## src/rtl/ocm_burst_adapter.sv

```systemverilog
// Avalon-MM burst slave in front of a single-port on-chip RAM; splits bursts into per-cycle RAM accesses.
// Optional OCM_BURST_ADAPTER_RD_BYPASS_EN: combinational read return (latency k+2 instead of k+3).
module ocm_burst_adapter #(
  parameter int ADDR_W  = 13,
  parameter int DATA_W  = 32,
  parameter int BURST_W = 4
) (
  input  logic                  clk,
  input  logic                  reset,
  input  logic [ADDR_W-1:0]     s_address,
  input  logic [BURST_W-1:0]    s_burstcount,
  input  logic                  s_read,
  input  logic                  s_write,
  input  logic [DATA_W-1:0]     s_writedata,
  input  logic [DATA_W/8-1:0]   s_byteenable,
  output logic                  s_waitrequest,
  output logic [DATA_W-1:0]     s_readdata,
  output logic                  s_readdatavalid,
  output logic                  s_busy,
  output logic [ADDR_W-1:0]     m_address,
  output logic [DATA_W/8-1:0]   m_byteenable,
  output logic                  m_chipselect,
  output logic                  m_write,
  output logic [DATA_W-1:0]     m_writedata,
  input  logic [DATA_W-1:0]     m_readdata
);

  localparam int BE_W = DATA_W / 8;

  typedef enum logic [1:0] {IDLE, WRITE_BURST, READ_BURST} state_t;

  state_t              state, state_nxt;
  logic [BURST_W-1:0]  remain, remain_nxt;
  logic [BURST_W-1:0]  bc_eff;
  logic [ADDR_W-1:0]   addr_nxt;
  logic [BE_W-1:0]     be_nxt;
  logic [DATA_W-1:0]   wdata_nxt;
  logic                cs_nxt;
  logic                wr_nxt;
  logic                rd_p1;

  assign bc_eff        = (s_burstcount == '0) ? BURST_W'(1) : s_burstcount;
  assign s_waitrequest = (state == READ_BURST);

  // m_address doubles as the burst address counter: each beat is the previous one plus one.
  always_comb begin
    state_nxt  = state;
    remain_nxt = remain;
    addr_nxt   = m_address;
    be_nxt     = m_byteenable;
    wdata_nxt  = m_writedata;
    cs_nxt     = 1'b0;
    wr_nxt     = 1'b0;
    case (state)
      IDLE: begin
        if (s_write) begin
          cs_nxt    = 1'b1;
          wr_nxt    = 1'b1;
          addr_nxt  = s_address;
          be_nxt    = s_byteenable;
          wdata_nxt = s_writedata;
          if (bc_eff > BURST_W'(1)) begin
            state_nxt  = WRITE_BURST;
            remain_nxt = bc_eff - BURST_W'(1);
          end
        end else if (s_read) begin
          cs_nxt     = 1'b1;
          addr_nxt   = s_address;
          state_nxt  = READ_BURST;
          remain_nxt = bc_eff - BURST_W'(1);
        end
      end
      WRITE_BURST: begin
        if (s_write) begin
          cs_nxt     = 1'b1;
          wr_nxt     = 1'b1;
          addr_nxt   = m_address + ADDR_W'(1);
          be_nxt     = s_byteenable;
          wdata_nxt  = s_writedata;
          remain_nxt = remain - BURST_W'(1);
          if (remain == BURST_W'(1)) state_nxt = IDLE;
        end
      end
      READ_BURST: begin
        if (remain != '0) begin
          cs_nxt     = 1'b1;
          addr_nxt   = m_address + ADDR_W'(1);
          remain_nxt = remain - BURST_W'(1);
        end else begin
          state_nxt = IDLE;
        end
      end
      default: state_nxt = IDLE;
    endcase
  end

  always_ff @(posedge clk) begin
    if (reset) begin
      state        <= IDLE;
      remain       <= '0;
      m_address    <= '0;
      m_byteenable <= '0;
      m_writedata  <= '0;
      m_chipselect <= 1'b0;
      m_write      <= 1'b0;
    end else begin
      state        <= state_nxt;
      remain       <= remain_nxt;
      m_address    <= addr_nxt;
      m_byteenable <= be_nxt;
      m_writedata  <= wdata_nxt;
      m_chipselect <= cs_nxt;
      m_write      <= wr_nxt;
    end
  end

`ifdef OCM_BURST_ADAPTER_RD_BYPASS_EN
  // RAM data for a read issued last cycle is on m_readdata now.
  always_ff @(posedge clk) begin
    if (reset) rd_p1 <= 1'b0;
    else       rd_p1 <= m_chipselect & ~m_write;
  end

  assign s_readdata      = rd_p1 ? m_readdata : '0;
  assign s_readdatavalid = rd_p1;
  assign s_busy          = (state != IDLE) | rd_p1;
`else
  logic              rd_p2;
  logic [DATA_W-1:0] rdata_q;

  always_ff @(posedge clk) begin
    if (reset) begin
      rd_p1   <= 1'b0;
      rd_p2   <= 1'b0;
      rdata_q <= '0;
    end else begin
      rd_p1 <= m_chipselect & ~m_write;
      rd_p2 <= rd_p1;
      if (rd_p1) rdata_q <= m_readdata;
    end
  end

  assign s_readdata      = rdata_q;
  assign s_readdatavalid = rd_p2;
  assign s_busy          = (state != IDLE) | rd_p1 | rd_p2;
`endif

endmodule

```

## config.mk

```make
export PLATFORM = sky130hd
export DESIGN_NAME = ocm_burst_adapter
export DESIGN_NICKNAME = d
export VERILOG_FILES = /design/src/rtl/ocm_burst_adapter.sv
export SDC_FILE = /design/constraint.sdc
export NUM_CORES = 1
export LEC_CHECK = 0
export CORE_ASPECT_RATIO = 1.75
export CORE_MARGIN = 1.5
export CORE_UTILIZATION = 42
export DETAILED_ROUTE_END_ITERATION = 6
export PLACE_DENSITY = 0.8
export SLEW_MARGIN = 20
export SYNTH_ARGS = -nofsm -noshare
export SYNTH_HDL_FRONTEND = slang
export SYNTH_SLANG_ARGS = --single-unit
```

## constraint.sdc

```tcl
create_clock -name clk -period 2.1 [get_ports clk]
set_input_delay 0.42 -clock clk [delete_from_list [all_inputs] [get_ports clk]]
set_output_delay 0.42 -clock clk [all_outputs]
set_load 0.02 [all_outputs]
```

==> results of run 1 <==
area by class of cell:
| type | instances | area [sq um] |
|---|---|---|
| fillers | 755 | 2890 |
| multi-input cells | 318 | 1970 |
| repair buffers | 192 | 1900 |
| flip-flops and latches | 91 | 1820 |
| clock buffers | 10 | 239 |
| well taps | 120 | 150 |
| clock inverters | 6 | 70.1 |
| inverters | 12 | 48.8 |
critical path, delay by kind of cell:
family                     cells  cell delay, ns
AOI/OAI and AO/OA              2            0.28
adders and majority gates      1            0.17
and+or+nand+nor                3            0.91
buffers and inverters          1            0.43
worst max-delay path by stage:
stage	startpoint	endpoint
6_report	s_burstcount[1]	remain[0]
5_1_grt	s_burstcount[1]	remain[0]
4_1_cts	state[0]	s_busy
3_5_place_dp	s_burstcount[1]	remain[0]
3_3_place_gp	s_burstcount[1]	remain[0]
2_1_floorplan	s_burstcount[1]	remain[0]
cells in the final DEF (no fill, tap or decap), types with 2 or more instances in the layout:
cell               n
buf_12             3
o311ai_0           2
buf_2              2
nor2b_1            4
mux2i_1           33
or4_1              2
nand4_1            5
inv_6              3
clkbuf_16          9
or2_2              2
a31oi_1            3
buf_4             15
o31ai_1           13
mux2_2             2
nor4_1             6
a211oi_1           2
o211ai_1           3
dfxtp_1           90
o41ai_1            2
nor2_1            37
ha_1               7
a21oi_1           49
nand2b_1           3
nor3_1             4
a32o_1             4
a311oi_1           2
nand2_1           83
o21a_1             3
and2_1             2
o2bb2ai_1          2
nand3_1           13
inv_1             11
clkdlybuf4s50_1  171
o21ai_0            6
sequential cells by signal, indices dropped and copies added (netlist names):
| name | count |
|---|---|
| m_address | 13 |
| s_readdata | 32 |
| remain | 4 |
| m_writedata | 32 |
| m_chipselect | 1 |
| m_write | 1 |
| rd_p1 | 1 |
| state | 2 |
| m_byteenable | 4 |
| s_readdatavalid | 1 |
report_power, final:
group / switching, W / internal [W] / leakage, nW
Clock: 0.000705 / 0.000968 / 0.154
Sequential: 0.000337 / 0.00209 / 0.747
Combinational: 0.00181 / 0.00159 / 1.40
Total: 0.00285 / 0.00465 / 2.31
logic make-up (layout without fill, tap and decap cells):
family / Yosys count / in the layout
flip-flops: 91 / 91
buffers and inverters: 43 / 220
multiplexers: 35 / 35
AO/OA/AOI/OAI: 103 / 103
adder cells (fa/ha/maj): 8 / 8
AND/OR/NAND/NOR: 172 / 172
stage by stage:
step | hold WS [ns] | setup WS, ns | instances | setup TNS (ns)
after floorplan | 0.471 | 0.336 | 452 | 0
after global placement | 0.414 | -0.154 | 731 | -0.698
after detailed placement | 0.432 | -0.205 | 731 | -1.23
after CTS | 0.325 | 0.0264 | 747 | 0
after global routing | 0.334 | 0.0164 | 749 | 0
final | 0.326 | 0.0996 | 749 | 0
synthesized netlist by cell type (3+ instances only):
cell type / n
dfxtp_1: 91
nor2b_1: 4
o31ai_1: 13
o211ai_1: 3
nand3_1: 13
o21ai_0: 6
buf_2: 10
a31oi_1: 3
mux2i_1: 33
inv_1: 12
nor2_1: 37
ha_1: 8
o21a_1: 3
nor4_1: 6
buf_1: 5
a21oi_1: 49
a32o_1: 4
nand4_1: 5
nand2_1: 83
clkbuf_1: 14
nand2b_1: 3
nor3_1: 4
layer usage:
| metal | vias to the layer above | part of all wire, % | track usage, % |
|---|---|---|---|
| li1 | 1930 | - | - |
| met1 | 1882 | 36 | 24.5 |
| met2 | 168 | 55 | 45.8 |
| met3 | 22 | 6.0 | 4.93 |
| met4 | 0 | 2.5 | 10.1 |
| met5 | - | 0 | 0 |
timing repair:
item                                    in CTS  in global routing
endpoints found under the setup margin       9                  4
gates resized for setup                      5                  3
setup buffers                                0                  2
==> results.md, run 1 <==
* Pwr dens at 1210 nW/um^2
* Max-Cap Viols at 0
* Ys Warns at 0
* Synth Area in Simple Gates at 20.4%
* Largest net degree at the start of global routing at 60
* Worst EP required at 2.30 ns
* Mapped cell area at 3960 sq um
* Worst hold path depth at 2
* Worst VDD drop at 0.807 mV
* Post-synth ARST share at 0%
* Diode count at 0
* Clock buffer count from CTS at 9
* Complex-gate fraction of the synthesized area at 17.6%
* Leakage at 2.31 nW
* Final Hold Violating Endpoints at 0
* HPWL Detailed at 8820 um
* Worst slew pin tran at 0.603 ns
* Initial Util at 43.6%
* CTS tree: yes
* Post-synth net total at 549
* Die Span Y at 131 um
* Arrival time of the worst setup path at 2.20 ns
* Reg2Reg Setup Slack at 0.18 ns
* Final worst-path cycle share at 95.3%
* Critical path's largest stage delay at 0.51 ns
* R2r worst-path depth at 6
* Worst Hold Path EP: m_address[11]
* Fin util at 68.2%
* Layout cell share with drive strength beyond 1 at 8.74%
* Fin crit period at 2.00 ns
* Netlist cell types at 55
* Slowest stage cell, crit path: or4b_4
* Synth Instances at 452
* EDFF count, synth at 0
* Post-synth top area share at 46.0%
* Worst-path clk slew at 0.07 ns
* Grt ovf at 0
* H-tree depth at 3
* Unrepaired setup endpoints after global routing: false
* Fin area at 6200 sq um
* Area growth, synth to finish at 56.6%
* Die ar. at 10000 sq um
* Slew Limit Fails at 0
* RR Startpoint: state[0]
* # DRC at 0
* Placeable Area at 9090 sq um
* Initial antenna violation count at 0
* CP cell instances: clkdlybuf4s50_1 -> nor3_1 -> or2_2 -> ha_1 -> or4b_4 -> a41oi_1 -> a311oi_1
* First-pass GRT wire length at 19400 um
* Max Clock Freq at 500 MHz
* Average size of a mapped cell at 8.77 sq um
* Total chip power at 0.00750 W
* Register area share after synthesis at 46.0%
* Hold Crit Start: reset
* Flops & latches, synth at 91
* Clock tree sinks at 91
* Nets at 721
* Final Skew at 0.00670 ns
* Area post-placement at 5870 sq um
* Largest family of logic cells by synthesized area: simple AND/OR/NAND/NOR gates
* CTS root buf: clkbuf_16
* Most common flop cell mapped by yosys: dfxtp_1
* Worst Path Class, Setup: primary input to flip-flop
* Reg2reg end: m_address[6]
* Critical Path Sink Type: flip-flop
* CTS Buffer Depth at 2
* IO Count at 175
* Final wirelength at 12100 um
* Cell taking the most area after synthesis: dfxtp_1
* DRT Pass-1 Iters at 4
* Number of global-route vias before repair at 3927
* Mux cell area share after synthesis at 8.90%
* Wire length per cell at 16.2 um
* Vias at 4002
* Post-synthesis xor/xnor area fraction at 0%
* Rows at 46
* Detail Route Antenna Nets at 0
* Slew headroom at 59.8%
* Worst min-delay path category: primary input to flip-flop
* Vias per inst at 5.34
* Die X at 76.4 um
* Hold Buf Count CTS at 0
* Status: complete, no violations
* CP Max Fanout at 4
* Worst skew pair latency at 0.34 ns
* PortBufs at 174
* GRT Util Overall at 23.9%
* Critical Path Start Type: primary input
* Final setup fails at 0
* GPL Wtd Cong at 0.876
* Adder-cell share of the synthesized area at 2.53%
* Initial drt markers at 194
* Largest cells by area after synthesis: dfxtp_1, mux2i_1, nand2_1, a21oi_1, nor2_1
Note: power is estimated with default switching activity, not from simulation.
==> run 2, diff against run 1 <==
--- a/config.mk
+++ b/config.mk
@@ -8,6 +8,7 @@
 export CORE_ASPECT_RATIO = 1.75
 export CORE_MARGIN = 1.5
 export CORE_UTILIZATION = 42
+export CTS_CLUSTER_DIAMETER = 120
 export DETAILED_ROUTE_END_ITERATION = 6
 export PLACE_DENSITY = 0.8
 export SLEW_MARGIN = 20
==> results of run 2 <==
Same layout as run 1: the final DEF is identical, and so are final timing and power.
